`config.mk`:
```
export PLATFORM = sky130hd
export DESIGN_NAME = fpu_addsub_p
export DESIGN_NICKNAME = d
export VERILOG_FILES = /design/src/rtl/fpu_addsub_p.sv
export SDC_FILE = /design/constraint.sdc
export NUM_CORES = 1
export LEC_CHECK = 0
export ABC_AREA = 1
export BUFFER_PORTS_ARGS = -buffer_cell sky130_fd_sc_hd__clkbuf_2
export CAP_MARGIN = 10
export CELL_PAD_IN_SITES_DETAIL_PLACEMENT = 2
export CELL_PAD_IN_SITES_GLOBAL_PLACEMENT = 2
export CORE_UTILIZATION = 35
export CTS_CLUSTER_SIZE = 14
export DETAILED_ROUTE_END_ITERATION = 10
export PLACE_DENSITY = 0.82
export SLEW_MARGIN = 20
export SYNTH_ARGS = -nofsm -noshare
export SYNTH_HDL_FRONTEND = slang
export SYNTH_SLANG_ARGS = --single-unit
```
`constraint.sdc`:
```
create_clock -name clock -period 4.9 [get_ports clock]
set_input_delay 0.98 -clock clock [delete_from_list [all_inputs] [get_ports clock]]
set_output_delay 0.98 -clock clock [all_outputs]
set_load 0.02 [all_outputs]
```
`src/rtl/fpu_addsub_p.sv`:
```
// Multi-cycle floating-point adder/subtractor: one state each for align, add,
// normalise and round, round-to-nearest-even, no denormals and no NaN.
module fpu_addsub_p #(
  parameter int unsigned EXP_W = 6,
  parameter int unsigned MAN_W = 25
) (
  input  logic                     clock,
  input  logic                     reset,
  input  logic                     start,
  input  logic                     op,
  input  logic [1+EXP_W+MAN_W-1:0] op_a,
  input  logic [1+EXP_W+MAN_W-1:0] op_b,
  output logic                     busy,
  output logic                     done,
  output logic [1+EXP_W+MAN_W-1:0] result,
  output logic [3:0]               status
);

  localparam int unsigned W       = 1 + EXP_W + MAN_W;
  localparam int unsigned BIAS    = (1 << (EXP_W - 1)) - 1;
  localparam int unsigned EXP_MAX = 2 * BIAS + 1;   // all-ones exponent, i.e. infinity
  localparam int unsigned MW      = MAN_W + 4;      // hidden + fraction + guard/round/sticky
  localparam int unsigned EW      = EXP_W + 2;      // two's-complement working exponent
  localparam int unsigned RW      = MAN_W + 2;      // rounded significand plus carry
  localparam int unsigned LZW     = $clog2(MW + 1);

  typedef enum logic [2:0] {S_IDLE, S_ALIGN, S_ADD, S_NORM, S_ROUND, S_DONE} state_t;

  state_t           state_q;
  logic             busy_q, done_q;
  logic [W-1:0]     result_q;
  logic [3:0]       status_q;

  // Operands captured at acceptance; B already carries the op sign flip.
  logic [W-1:0]     a_q, b_q;

  logic [MW-1:0]    big_m_q, sml_m_q;
  logic [EXP_W-1:0] exp_q;
  logic             sgn_q, sub_q, spec_q, spec_ovf_q;
  logic [W-1:0]     spec_res_q;
  logic [MW:0]      sum_q;
  logic [MW-1:0]    man_q;
  logic [EW-1:0]    nexp_q;
  logic             zero_q;

  function automatic logic [LZW-1:0] lzc(input logic [MW-1:0] v);
    logic [LZW-1:0] n;
    n = LZW'(MW);
    for (int i = 0; i < MW; i++) begin
      if (v[i]) n = LZW'(MW - 1 - i);
    end
    return n;
  endfunction

  // ALIGN: order operands by magnitude and shift the smaller into place
  logic             sa, sb, a_inf, b_inf, a_big;
  logic [EXP_W-1:0] ea, eb, big_e, sml_e, diff;
  logic [MAN_W-1:0] fa, fb;
  logic [MW-1:0]    ma, mb, big_m_d, sml_m, sml_sh, shift_mask, sml_m_d;
  logic             sgn_d, sub_d, spec_d, spec_ovf_d;
  logic [W-1:0]     spec_res_d;

  assign {sa, ea, fa} = a_q;
  assign {sb, eb, fb} = b_q;

  always_comb begin
    a_inf      = (ea == {EXP_W{1'b1}});
    b_inf      = (eb == {EXP_W{1'b1}});
    ma         = (ea != '0) ? {1'b1, fa, 3'b000} : '0;
    mb         = (eb != '0) ? {1'b1, fb, 3'b000} : '0;
    a_big      = ({ea, fa} >= {eb, fb});
    big_e      = a_big ? ea : eb;
    sml_e      = a_big ? eb : ea;
    big_m_d    = a_big ? ma : mb;
    sml_m      = a_big ? mb : ma;
    sgn_d      = a_big ? sa : sb;
    sub_d      = sa ^ sb;
    diff       = big_e - sml_e;
    shift_mask = (MW'(1) << diff) - MW'(1);
    sml_sh     = sml_m >> diff;
    if (32'(diff) > MAN_W + 3) begin
      sml_m_d = {{(MW-1){1'b0}}, |sml_m};
    end else begin
      sml_m_d = {sml_sh[MW-1:1], sml_sh[0] | (|(sml_m & shift_mask))};
    end
    spec_d     = a_inf | b_inf;
    spec_ovf_d = a_inf & b_inf & (sa ^ sb);
    spec_res_d = {(a_inf ? sa : sb) & ~spec_ovf_d, {EXP_W{1'b1}}, {MAN_W{1'b0}}};
  end

  // ADD: magnitude add or subtract; big_m_q >= sml_m_q by construction
  logic [MW:0] sum_d;
  assign sum_d = sub_q ? ({1'b0, big_m_q} - {1'b0, sml_m_q})
                       : ({1'b0, big_m_q} + {1'b0, sml_m_q});

  // NORM: carry shifts right keeping sticky, otherwise a full left shift by lzc
  logic [LZW-1:0] lz;
  logic [MW-1:0]  man_d;
  logic [EW-1:0]  nexp_d;
  logic           zero_d;

  always_comb begin
    lz     = lzc(sum_q[MW-1:0]);
    man_d  = sum_q[MW-1:0] << lz;
    nexp_d = EW'(exp_q) - EW'(lz);
    if (sum_q[MW]) begin
      man_d  = {sum_q[MW:2], sum_q[1] | sum_q[0]};
      nexp_d = EW'(exp_q) + EW'(1);
    end
    zero_d = (sum_q == '0);
  end

  // ROUND: nearest-even on guard/round/sticky, then range checks and packing
  logic [RW-1:0]    rnd;
  logic [MAN_W-1:0] frac;
  logic [EW-1:0]    rexp;
  logic             inexact, round_up, zero_sign;
  logic [W-1:0]     result_d;
  logic [3:0]       status_d;

  always_comb begin
    inexact   = |man_q[2:0];
    round_up  = man_q[2] & (man_q[1] | man_q[0] | man_q[3]);
    rnd       = {1'b0, man_q[MW-1:3]} + RW'(round_up);
    frac      = rnd[MAN_W-1:0];
    rexp      = nexp_q;
    if (rnd[RW-1]) begin
      frac = rnd[MAN_W:1];
      rexp = nexp_q + EW'(1);
    end
    zero_sign = sub_q ? 1'b0 : sgn_q;
    result_d  = {sgn_q, rexp[EXP_W-1:0], frac};
    status_d  = {2'b00, inexact, 1'b0};
    if (spec_q) begin
      result_d = spec_res_q;
      status_d = {spec_ovf_q, 3'b000};
    end else if (zero_q) begin
      result_d = {zero_sign, {EXP_W{1'b0}}, {MAN_W{1'b0}}};
      status_d = 4'b0001;
    end else if (nexp_q[EW-1] || nexp_q == '0) begin
      result_d = {sgn_q, {EXP_W{1'b0}}, {MAN_W{1'b0}}};
      status_d = 4'b0111;
    end else if (rexp >= EW'(EXP_MAX)) begin
      result_d = {sgn_q, {EXP_W{1'b1}}, {MAN_W{1'b0}}};
      status_d = 4'b1010;
    end
  end

  // Sequencer: one state per stage, stage registers load only in their state
  always_ff @(posedge clock or negedge reset) begin
    if (!reset) begin
      state_q    <= S_IDLE;
      busy_q     <= 1'b0;
      done_q     <= 1'b0;
      result_q   <= '0;
      status_q   <= '0;
      a_q        <= '0;
      b_q        <= '0;
      big_m_q    <= '0;
      sml_m_q    <= '0;
      exp_q      <= '0;
      sgn_q      <= 1'b0;
      sub_q      <= 1'b0;
      spec_q     <= 1'b0;
      spec_ovf_q <= 1'b0;
      spec_res_q <= '0;
      sum_q      <= '0;
      man_q      <= '0;
      nexp_q     <= '0;
      zero_q     <= 1'b0;
    end else begin
      done_q <= 1'b0;
      unique case (state_q)
        S_IDLE: begin
          if (start) begin
            a_q     <= op_a;
            b_q     <= {op_b[W-1] ^ op, op_b[W-2:0]};
            busy_q  <= 1'b1;
            state_q <= S_ALIGN;
          end
        end
        S_ALIGN: begin
          big_m_q    <= big_m_d;
          sml_m_q    <= sml_m_d;
          exp_q      <= big_e;
          sgn_q      <= sgn_d;
          sub_q      <= sub_d;
          spec_q     <= spec_d;
          spec_ovf_q <= spec_ovf_d;
          spec_res_q <= spec_res_d;
          state_q    <= S_ADD;
        end
        S_ADD: begin
          sum_q   <= sum_d;
          state_q <= S_NORM;
        end
        S_NORM: begin
          man_q   <= man_d;
          nexp_q  <= nexp_d;
          zero_q  <= zero_d;
          state_q <= S_ROUND;
        end
        S_ROUND: begin
          result_q <= result_d;
          status_q <= status_d;
          state_q  <= S_DONE;
        end
        S_DONE: begin
          busy_q  <= 1'b0;
          done_q  <= 1'b1;
          state_q <= S_IDLE;
        end
        default: state_q <= S_IDLE;
      endcase
    end
  end

  assign busy   = busy_q;
  assign done   = done_q;
  assign result = result_q;
  assign status = status_q;

endmodule
```
==> impl_metrics.tcl, run 1 <==
set metrics [dict create \
    status "finished clean" \
    grt_max_degree 109 \
    clkLatencyLatePin_ns 0.61 \
    routed_wl_um 79480 \
    syn-cell-area_um2 17910 \
    critPathKind "flip-flop to flip-flop" \
    tritoncts "done" \
    placement.io_buffers 105 \
    die-width_um 228.2 \
    final.setup.tns_ns 0 \
    slew_violations 0 \
    cp_slowest_stage_delay_ns 0.39 \
    syn_inst 2647 \
    hpwl_um 63040 \
    hold_viol 0 \
    h-tree-depth 1 \
    drv.max_cap_violation_count 0 \
    crit_top_cell "sky130_fd_sc_hd__nand2_1" \
    numCtsBuffers 30 \
    yosys-mux-area-fraction_pct 0.1677 \
    synth.distinct_cells 58 \
    hold_ws_ns 0.4423 \
    multi_input_area_um2 10440 \
    total_die_area_um2 52070 \
    synth.net_count 2786 \
    floorplan.initialDensity_pct 35.62 \
    synthesis.yosys.warnings 0 \
    grt_setup_unrepaired "true" \
    timing.critical_path.fanout_max 27 \
    grt_pass1_wl_um 124900 \
    post_synthesis_sequential_element_count 240 \
    avgSynthCellArea_um2 6.765 \
    areaGrowthSynthToFinish_pct 14.53 \
    cp_slowest_cell "sky130_fd_sc_hd__dfrtp_1" \
    final_design_area_no_fill_um2 20510 \
    worst_setup_hold_path_clk_slew_ns 0.07 \
    fmax_mhz 215.9 \
    combinational_family_with_the_most_area_after_synthesis "simple AND/OR/NAND/NOR gates" \
    grt_remaining_overflow 0 \
    cts_setup_buffers 0 \
    ys_dominant_reg_cell "sky130_fd_sc_hd__dfrtp_1" \
    global_route.usage.total_pct 30.27 \
    period_minus_slack_ns 4.631 \
    count_of_nets_after_finishing 2887 \
    worst-endpoint-arrival_ns 5.13 \
    synth-simple-area-share_pct 32.16 \
    netlist_top_cells_area "sky130_fd_sc_hd__dfrtp_1 (34%), sky130_fd_sc_hd__nand2_1 (15%), sky130_fd_sc_hd__nand3_1 (8.1%), sky130_fd_sc_hd__o21ai_0 (6.2%), sky130_fd_sc_hd__inv_1 (5.6%)" \
    reg2reg_to "sml_m_q[0]$_DFFE_PN0P_" \
    share_of_cells_above_drive_strength_1_pct 11.36 \
    antenna_left 0 \
    path_delay_family "simple AND/OR/NAND/NOR gates" \
    synthAdderAreaFrac_pct 5.003 \
    area_fraction_in_compound_gates_after_synthesis_pct 16.76 \
    detailroute.via_count 19260 \
    place_congestion 0.9152 \
    clk_root_buffer_cell "sky130_fd_sc_hd__clkbuf_16" \
    area.sequential_um2 6006 \
    final_min_period_over_clock_period_pct 94.51 \
    clock_sink_count 240 \
    cp_num_buf_inv 4 \
    maxSlewHeadroom_pct 26.90 \
    async_set_reset_flop_share_out_of_synthesis_pct 100.0 \
    placementRows 82 \
    wp_data_required_ns 5.40 \
    synth_top_area_share_pct 33.54 \
    n_fill_cell 6098 \
    worst_r2r_startpoint "b_q[15]$_DFFE_PN0P_" \
    detail_route.drc_violations 0 \
    setup_slack_on_the_worst_flop_to_flop_path_ns 0.27 \
    critical_path.endpoint_type "flip-flop" \
    drt-initial-drc-count 1068 \
    die_height_um 228.2 \
    fraction_of_the_yosys_area_taken_by_sequential_cells_pct 33.54 \
    detailedRoute.firstPassIterationCount 4 \
    hold_buffers 0 \
    detailed_place.area_um2 19490 \
    synth-xor-area-share_pct 3.619 \
    worst_pin_slew_ns 1.095 \
    clk_path_buf_depth 3 \
    floorplan.core_area_um2 50270 \
    drt-vias-per-instance 5.596 \
    worst_hold_path_type "input pin to async pin" \
    grt_antenna_before_repair 4 \
    cp-start-kind "flip-flop" \
    count_of_flip_flops_with_a_built_in_enable_after_synthesis 0 \
    clock_skew_ns 0.01400 \
    io_pins 106 \
    synth_largest_area_cell "sky130_fd_sc_hd__dfrtp_1" \
    first_global_vias 21030 \
    setup_viol 0 \
    r2r_cells 28 \
    wl_per_cell_um 23.10 \
]
-- cells in the mapped netlist, drive strengths merged, types with 8 or more instances --
library cell,number
nand2,727
nand3,294
inv,283
o21ai,246
dfrtp,240
nor2,177
a21oi,153
clkbuf,94
ha,70
nand4,54
xor2,53
a31oi,27
nor3,27
buf,25
o22ai,24
xnor2,21
nor4,20
o31ai,15
a22oi,12
a2bb2oi,12
a32o,8
nand3b,8
o211ai,8
o21a,8
or2,8
-- cell families (layout without fill, tap and decap cells) --
logic type,Yosys count,after routing
AND/OR/NAND/NOR,1321,1321
AO/OA/AOI/OAI,532,532
flip-flops,240,240
adder cells (fa/ha/maj),71,71
other,0,4
buffers and inverters,406,524
multiplexers,3,3
XOR/XNOR,74,74
-- state kept, by name, indices dropped and copies added (netlist names), 2 cells and up --
signal and flops:
big_m_q 26, b_q 32, status 4, state_q 3, result 32, exp_q 6, sum_q 30, spec_res_q 2
nexp_q 8, man_q 29, a_q 32, sml_m_q 29
-- stage by stage --
step	worst slack (ns)	utilization, %	cells
global placement	0.09767	38.77	3388
finish	0.2689	40.79	3441
floorplan	1.255	-	2647
CTS	0.02369	40.61	3437
detailed placement	0.05805	38.77	3388
global route	-0.1066	40.79	3441
-- final cells by class --
class	count	area share [%]
Clock inverter	4	0.3417
Sequential cell	240	29.28
Tap cell	672	4.100
Multi-Input combinational cell	2001	50.90
Timing Repair Buffer	188	5.893
Clock buffer	45	4.179
Inverter	287	5.253
Antenna cell	4	0.04881
-- cell usage in the layout (no fill, tap or decap), types with 4 or more instances in the layout --
cell	count
sky130_fd_sc_hd__nand2_1	715
sky130_fd_sc_hd__nand3_1	288
sky130_fd_sc_hd__inv_1	264
sky130_fd_sc_hd__dfrtp_1	240
sky130_fd_sc_hd__o21ai_0	218
sky130_fd_sc_hd__nor2_1	156
sky130_fd_sc_hd__a21oi_1	152
sky130_fd_sc_hd__clkbuf_2	104
sky130_fd_sc_hd__buf_4	79
sky130_fd_sc_hd__ha_1	65
sky130_fd_sc_hd__nand4_1	54
sky130_fd_sc_hd__xor2_1	53
sky130_fd_sc_hd__clkbuf_16	30
sky130_fd_sc_hd__a31oi_1	26
sky130_fd_sc_hd__o22ai_1	24
sky130_fd_sc_hd__nor3_1	22
sky130_fd_sc_hd__o21ai_1	21
sky130_fd_sc_hd__xnor2_1	21
sky130_fd_sc_hd__nor4_1	18
sky130_fd_sc_hd__inv_2	18
sky130_fd_sc_hd__nor2_2	17
sky130_fd_sc_hd__o31ai_1	15
sky130_fd_sc_hd__a22oi_1	12
sky130_fd_sc_hd__a2bb2oi_1	12
sky130_fd_sc_hd__nand2_2	11
sky130_fd_sc_hd__clkbuf_1	10
sky130_fd_sc_hd__or2_2	8
sky130_fd_sc_hd__o211ai_1	8
sky130_fd_sc_hd__nand3b_1	8
sky130_fd_sc_hd__o21a_1	8
sky130_fd_sc_hd__a32o_1	8
sky130_fd_sc_hd__o21ai_2	7
sky130_fd_sc_hd__clkinv_1	5
sky130_fd_sc_hd__nand3_2	5
sky130_fd_sc_hd__clkbuf_8	5
sky130_fd_sc_hd__diode_2	4
sky130_fd_sc_hd__nor3_2	4
sky130_fd_sc_hd__a21o_1	4
sky130_fd_sc_hd__buf_12	4
-- worst max path at each step --
stage	start	end	slack (ns)	cells past startpoint
2_1_floorplan	b_q[28]$_DFFE_PN0P_	sml_m_q[0]$_DFFE_PN0P_	1.26	30
3_5_place_dp	b_q[15]$_DFFE_PN0P_	sml_m_q[0]$_DFFE_PN0P_	0.06	32
6_report	b_q[15]$_DFFE_PN0P_	sml_m_q[0]$_DFFE_PN0P_	0.27	28
5_1_grt	b_q[27]$_DFFE_PN0P_	sml_m_q[0]$_DFFE_PN0P_	-0.11	33
3_3_place_gp	a_q[15]$_DFFE_PN0P_	sml_m_q[0]$_DFFE_PN0P_	0.1	25
4_1_cts	b_q[15]$_DFFE_PN0P_	sml_m_q[0]$_DFFE_PN0P_	0.02	32
-- per-layer routing --
metal / up-vias / share of wire, % / track usage, %
met5: - / 0.016 / 0
met2: 317 / 50 / 54.42
met3: 116 / 2.6 / 2.400
li1: 9047 / - / -
met4: 2 / 3.1 / 9.753
met1: 9774 / 44 / 38.14
-- repair_timing --
| action | in CTS | in global routing |
|---|---|---|
| endpoints found under the setup margin | 0 | 4 |
| endpoints found under the hold margin | 0 | 0 |
| gates resized for setup | 0 | 20 |
Power of run 1 is not shown: default switching activity piles up to over one toggle a cycle in this logic, so the estimate is an artifact.
==> run 2, diff against run 1 <==
--- a/config.mk
+++ b/config.mk
@@ -5,12 +5,11 @@
 export SDC_FILE = /design/constraint.sdc
 export NUM_CORES = 1
 export LEC_CHECK = 0
-export ABC_AREA = 1
 export BUFFER_PORTS_ARGS = -buffer_cell sky130_fd_sc_hd__clkbuf_2
 export CAP_MARGIN = 10
 export CELL_PAD_IN_SITES_DETAIL_PLACEMENT = 2
 export CELL_PAD_IN_SITES_GLOBAL_PLACEMENT = 2
-export CORE_UTILIZATION = 35
+export CORE_UTILIZATION = 38
 export CTS_CLUSTER_SIZE = 14
 export DETAILED_ROUTE_END_ITERATION = 10
 export PLACE_DENSITY = 0.82
==> constraint.sdc (replaced) <==
create_clock -name clock -period 4.9 [get_ports clock]
set_input_delay 0.735 -clock clock [delete_from_list [all_inputs] [get_ports clock]]
set_output_delay 0.735 -clock clock [all_outputs]
set_load 0.02 [all_outputs]
==> impl_metrics.tcl, run 2 <==
set metrics [dict create \
    place_congestion 0.9266 \
    final.setup.tns_ns 0 \
    synth_most_common_cell "sky130_fd_sc_hd__nand2_1" \
    worst-endpoint-arrival_ns 5.26 \
    drt-vias-per-instance 6.105 \
    count_of_nets_after_finishing 2359 \
    wl_per_cell_um 25.87 \
    tritoncts "done" \
    detailroute.via_count 17360 \
    fmax_mhz 208.7 \
    routed.top_layer "met5" \
    worst_pin_slew_ns 0.9415 \
    grt_max_degree 112 \
    routed-wl-met3_um 2584 \
    layout_commonest_cell "sky130_fd_sc_hd__nand2_1" \
    critPathKind "flip-flop to flip-flop" \
    worst_hold_path_type "input pin to async pin" \
    wp_data_required_ns 5.36 \
    final_min_period_over_clock_period_pct 97.79 \
    clk_path_buf_depth 3 \
    mostFrequentLayoutCells "sky130_fd_sc_hd__nand2_1 (304), sky130_fd_sc_hd__dfrtp_1 (240), sky130_fd_sc_hd__nor2_1 (220)" \
    first_global_vias 18900 \
    async_set_reset_flop_share_out_of_synthesis_pct 100.0 \
    reg2reg_to "sml_m_q[0]$_DFFE_PN0P_" \
    clkLatencyLatePin_ns 0.60 \
    worst_setup_hold_path_clk_slew_ns 0.07 \
    worst_r2r_startpoint "b_q[27]$_DFFE_PN0P_" \
    slew_violations 0 \
    synth_largest_area_cell "sky130_fd_sc_hd__dfrtp_1" \
    syn-cell-area_um2 17500 \
    timing.critical_path.fanout_max 36 \
    synth.net_count 2249 \
    grt_remaining_overflow 0 \
    critical_path.endpoint_type "flip-flop" \
    cp-start-kind "flip-flop" \
    synth_top_area_share_pct 34.31 \
    setup_slack_on_the_worst_flop_to_flop_path_ns 0.11 \
    period_minus_slack_ns 4.792 \
    r2r_cells 15 \
    maxSlewHeadroom_pct 37.23 \
    drv.max_cap_violation_count 0 \
    synth_top_cells_by_count "sky130_fd_sc_hd__nand2_1 (305), sky130_fd_sc_hd__dfrtp_1 (240), sky130_fd_sc_hd__nor2_1 (222), sky130_fd_sc_hd__o21ai_0 (172), sky130_fd_sc_hd__a21oi_1 (125)" \
    count_of_flip_flops_with_a_built_in_enable_after_synthesis 0 \
    netlist_top_cells_area "sky130_fd_sc_hd__dfrtp_1 (34%), sky130_fd_sc_hd__mux2i_1 (7.0%), sky130_fd_sc_hd__nand2_1 (6.5%), sky130_fd_sc_hd__ha_1 (5.0%), sky130_fd_sc_hd__o21ai_0 (4.9%)" \
    syn_inst 2110 \
    floorplan.core_area_um2 45380 \
    antenna_left 0 \
    synth.distinct_cells 85 \
    clock_skew_ns 0.01566 \
    clock_sink_count 240 \
    die_height_um 216.6 \
    share_of_cells_above_drive_strength_1_pct 15.91 \
    grt_setup_unrepaired "true" \
    placementRows 78 \
    antenna-diode-count 0 \
    ys_dominant_reg_cell "sky130_fd_sc_hd__dfrtp_1" \
    synthesis.yosys.warnings 0 \
    wl_met1_um 32170 \
    clk_root_buffer_cell "sky130_fd_sc_hd__clkbuf_16" \
    detailedRoute.firstPassIterationCount 5 \
    hold_buffers 0 \
    io_pins 106 \
    detail_route.drc_violations 0 \
    post_synthesis_sequential_element_count 240 \
    setup_viol 0 \
    avgSynthCellArea_um2 8.296 \
    grt_pass1_wl_um 114200 \
    hold_ws_ns 0.1323 \
    drt-initial-drc-count 1207 \
    hold_viol 0 \
    numCtsBuffers 30 \
    floorplan.initialDensity_pct 38.57 \
    total_die_area_um2 46930 \
    h-tree-depth 1 \
    die-width_um 216.6 \
    areaGrowthSynthToFinish_pct 15.45 \
    fraction_of_the_yosys_area_taken_by_sequential_cells_pct 34.31 \
    placement.io_buffers 105 \
    grt_antenna_before_repair 1 \
    routed_wl_um 73580 \
    route.met2.wl_um 36210 \
    hpwl_um 54960 \
    status "finished clean" \
    global_route.usage.total_pct 31.02 \
]
[run 2: changes by cell type in the layout (fill, tap and decap cells not counted), sizes merged, moves of 22 or more]
cell | before | now
nand3 | 294 | 53
o21ai | 246 | 196
nand2 | 727 | 307
a221oi | 0 | 36
mux2 | 0 | 45
nor2 | 177 | 222
and3 | 1 | 23
a21oi | 153 | 125
nand4 | 54 | 11
inv | 282 | 65
mux2i | 3 | 122
xnor2 | 21 | 53
[run 2: logic make-up after synthesis]
| group | synth area share, % |
|---|---|
| and+or+nand+nor | 19.56 |
| AOI/OAI and AO/OA | 21.00 |
| DFF | 34.31 |
| buffers and inverters | 4.410 |
| muxes | 11.16 |
| xor gates and xnor gates | 4.389 |
| adders and majority gates | 5.175 |
[run 2: through the flow]
| stage | area (µm²) | setup WS (ns) | std cells | utilization (%) |
|---|---|---|---|---|
| global route | 20210 | -0.05467 | 2844 | 44.53 |
| finish | 20210 | 0.1084 | 2844 | 44.53 |
| CTS | 20070 | -0.009190 | 2841 | 44.22 |
| global placement | 19090 | 0.08606 | 2785 | 42.07 |
| detailed placement | 19090 | -0.06832 | 2785 | 42.07 |
| floorplan | 17530 | 0.02690 | 2110 | - |
[run 2: final cells by class]
class / instances / area, µm²
fill: 5030 / 25170
multi-input combinational: 1677 / 10900
sequential: 240 / 6006
timing repair buffer: 204 / 1345
clock buffer: 44 / 853.3
tap: 600 / 750.7
inverter: 67 / 251.5
clock inverter: 12 / 101.3
[run 2: worst max-delay path by stage]
stage / end / cells past startpoint / startpoint / slack [ns]
2_1_floorplan: sml_m_q[0]$_DFFE_PN0P_ / 22 / b_q[28]$_DFFE_PN0P_ / 0.03
3_3_place_gp: sml_m_q[0]$_DFFE_PN0P_ / 16 / a_q[10]$_DFFE_PN0P_ / 0.09
3_5_place_dp: sml_m_q[0]$_DFFE_PN0P_ / 16 / a_q[10]$_DFFE_PN0P_ / -0.07
4_1_cts: sml_m_q[0]$_DFFE_PN0P_ / 17 / b_q[5]$_DFFE_PN0P_ / -0.009
5_1_grt: sml_m_q[0]$_DFFE_PN0P_ / 16 / b_q[26]$_DFFE_PN0P_ / -0.05
6_report: sml_m_q[0]$_DFFE_PN0P_ / 15 / b_q[27]$_DFFE_PN0P_ / 0.11
[run 2: timing repair]
item                       4_1_cts  5_1_grt
resized for setup                5       22
setup endpoints to repair        3       29
pin swaps                        0        5
buffers inserted                 0        3
[run 2: routing by layer]
metal  GRT usage [%]  up-vias
met5               0        -
met4           10.99        2
met3           2.877      157
met2           53.76      406
met1           40.15     8971
li1                -     7827
[run 2: critical path, cell delays in order, from the launching register on]
cell	delay [ns]
sky130_fd_sc_hd__dfrtp_1	0.44
sky130_fd_sc_hd__inv_1	0.15
sky130_fd_sc_hd__ha_1	0.48
sky130_fd_sc_hd__inv_1	0.15
sky130_fd_sc_hd__nor4_4	0.47
sky130_fd_sc_hd__a21boi_4	0.35
sky130_fd_sc_hd__or3_2	0.20
sky130_fd_sc_hd__buf_4	0.44
sky130_fd_sc_hd__mux2i_1	0.31
sky130_fd_sc_hd__or4_1	0.60
sky130_fd_sc_hd__nor3_1	0.15
sky130_fd_sc_hd__o22ai_1	0.11
sky130_fd_sc_hd__nor4_1	0.19
sky130_fd_sc_hd__nand4_1	0.17
sky130_fd_sc_hd__nor4_2	0.28
sky130_fd_sc_hd__a32oi_1	0.14
Power of run 2 is left out for the same reason.
==> run 3, diff against run 2 <==
--- a/config.mk
+++ b/config.mk
@@ -13,6 +13,7 @@
 export CTS_CLUSTER_SIZE = 14
 export DETAILED_ROUTE_END_ITERATION = 10
 export PLACE_DENSITY = 0.82
+export RECOVER_POWER = 25
 export SLEW_MARGIN = 20
 export SYNTH_ARGS = -nofsm -noshare
 export SYNTH_HDL_FRONTEND = slang
==> constraint.sdc (replaced) <==
create_clock -name clock -period 4.58 [get_ports clock]
set_input_delay 0.687 -clock clock [delete_from_list [all_inputs] [get_ports clock]]
set_output_delay 0.687 -clock clock [all_outputs]
set_load 0.02 [all_outputs]
==> impl_metrics.tcl, run 3 (synthesis results as in run 2) <==
set metrics [dict create \
    place_congestion 0.9486 \
    placed_cells_incl_taps 2847 \
    cp_slowest_stage_delay_ns 0.58 \
    die-width_um 216.6 \
    clkLatencyLatePin_ns 0.60 \
    areaGrowthSynthToFinish_pct 19.26 \
    end_of_the_critical_path "sml_m_q[0]$_DFFE_PN0P_" \
    grt_pass1_wl_um 118000 \
    final_min_period_over_clock_period_pct 97.71 \
    drt-vias-per-instance 6.048 \
    drt-initial-drc-count 1092 \
    grt_max_degree 104 \
    placementRows 78 \
    placement.io_buffers 105 \
    violations_in_the_final_reports "max-capacitance violations, max-slew violations" \
    worst_setup_hold_path_clk_slew_ns 0.07 \
    hpwl_um 55890 \
    antenna-diode-count 0 \
    layout.core_utilization_pct 46.00 \
    reg2reg_to "sml_m_q[0]$_DFFE_PN0P_" \
    min_setup_slack_post_route_ns 0.1050 \
    wp_data_required_ns 5.05 \
    timing.critical_path.fanout_max 5 \
    detailedRoute.firstPassIterationCount 7 \
    cp-start-kind "flip-flop" \
    cp_slowest_cell "sky130_fd_sc_hd__or4b_1" \
    clock_sink_count 240 \
    post_layout_nonfiller_instances 2905 \
    grt_remaining_overflow 0 \
    clk_root_buffer_cell "sky130_fd_sc_hd__clkbuf_16" \
    setup_viol 0 \
    tritoncts "done" \
    global_route.usage.total_pct 32.22 \
    critical_path.endpoint_type "flip-flop" \
    slew_violations 44 \
    fmax_mhz 223.5 \
    antenna_left 0 \
    wl_per_cell_um 26.21 \
    detailroute.via_count 17570 \
    share_of_cells_above_drive_strength_1_pct 19.18 \
    crit_path_cell_chain "inv_1 -> ha_1 -> a21o_1 -> a211o_1 -> o221ai_2 -> a21boi_4 -> buf_4 -> o311a_1 -> o31a_1 -> or4b_1 -> nand3_4 -> a21oi_1 -> or2_1 -> mux2_1 -> a22oi_1 -> a32oi_1" \
    clk_path_buf_depth 3 \
    worst_pin_slew_ns 2.793 \
    setup.worst_path.start "b_q[19]$_DFFE_PN0P_" \
    critPathKind "flip-flop to flip-flop" \
    detail_route.drc_violations 0 \
    placement.setup.worst_slack_ns -0.06393 \
    period_minus_slack_ns 4.475 \
    floorplan.initialDensity_pct 38.57 \
    worst-endpoint-arrival_ns 4.94 \
    worst_r2r_startpoint "b_q[19]$_DFFE_PN0P_" \
    status "finished with violations" \
    hold_viol 0 \
    worst_hold_path_type "input pin to flip-flop" \
    r2r_cells 16 \
    final.setup.tns_ns 0 \
    io_pins 106 \
    clock_skew_ns 0.01663 \
    floorplan.core_area_um2 45380 \
    mostFrequentLayoutCells "sky130_fd_sc_hd__nand2_1 (305), sky130_fd_sc_hd__dfrtp_1 (237), sky130_fd_sc_hd__nor2_1 (219)" \
    setup_slack_on_the_worst_flop_to_flop_path_ns 0.10 \
    h-tree-depth 1 \
    layout_commonest_cell "sky130_fd_sc_hd__nand2_1" \
    drv.max_cap_violation_count 1 \
    routed_wl_um 76130 \
    maxSlewHeadroom_pct -86.19 \
    grt_setup_unrepaired "true" \
    numCtsBuffers 29 \
    count_of_nets_after_finishing 2422 \
    grt_antenna_before_repair 0 \
    total_die_area_um2 46930 \
    first_global_vias 19420 \
    die_height_um 216.6 \
]
run 3: changes by cell type in the layout (fill, tap and decap cells not counted), moves of 5 or more:
cell                       before  now
sky130_fd_sc_hd__clkbuf_8       5   12
sky130_fd_sc_hd__mux2i_1      122  116
sky130_fd_sc_hd__mux2i_2        0    6
sky130_fd_sc_hd__clkbuf_1       9    4
sky130_fd_sc_hd__buf_4         93  150
run 3: timing repair:
action                     4_1_cts  5_1_grt
hold endpoints to repair        42        0
setup endpoints to repair       19       40
gates cloned                     0        0
resized for setup               13       36
hold buffers                     1        0
buffers inserted                 1        3
pin swaps                        1        4
run 3: worst min path at each step:
stage / start / to / depth (start not counted)
2_1_floorplan: reset / a_q[0]$_DFFE_PN0P_ / 0
3_3_place_gp: spec_res_q[30]$_DFFE_PN0P_ / spec_res_q[30]$_DFFE_PN0P_ / 1
3_5_place_dp: result[21]$_DFFE_PN0N_ / result[21]$_DFFE_PN0N_ / 2
4_1_cts: op_b[23] / b_q[23]$_DFFE_PN0P_ / 3
5_1_grt: op_a[3] / a_q[3]$_DFFE_PN0P_ / 2
6_report: op_b[23] / b_q[23]$_DFFE_PN0P_ / 3
run 3: worst max-delay path, delay by kind of cell, from the launching register on:
kind	cells	cell delay (ns)
simple gates	3	0.98
mux	1	0.30
buf+inv	2	0.29
flops	1	0.38
compound gates	9	2.14
fa+ha+maj	1	0.28
run 3: layer usage:
layer  vias to the layer above  global-route usage [%]  share of wire (%)
li1                       7949                       -                  -
met1                      9091                   39.83                 42
met2                       393                   58.53                 51
met3                       136                   2.863                3.0
met4                         0                   10.63                3.3
met5                         -                       0                  0
run 3: area by class of cell:
type / count / area (µm²)
well taps: 600 / 750.7
clock inverters: 9 / 66.31
multi-input cells: 1677 / 11020
clock buffers: 44 / 902.1
flip-flops and latches: 240 / 6010
fillers: 4970 / 24500
inverters: 67 / 251.5
repair buffers: 268 / 1874
run 3: through the flow:
stage | cell area [µm²] | hold slack [ns]
final | 20880 | 0.3066
after global routing | 20880 | 0.3117
after CTS | 20710 | 0.2814
after detailed placement | 19650 | 0.4771
after global placement | 19650 | 0.4515
after floorplan | 17620 | 0.3914
Power of run 3 is left out for the same reason.
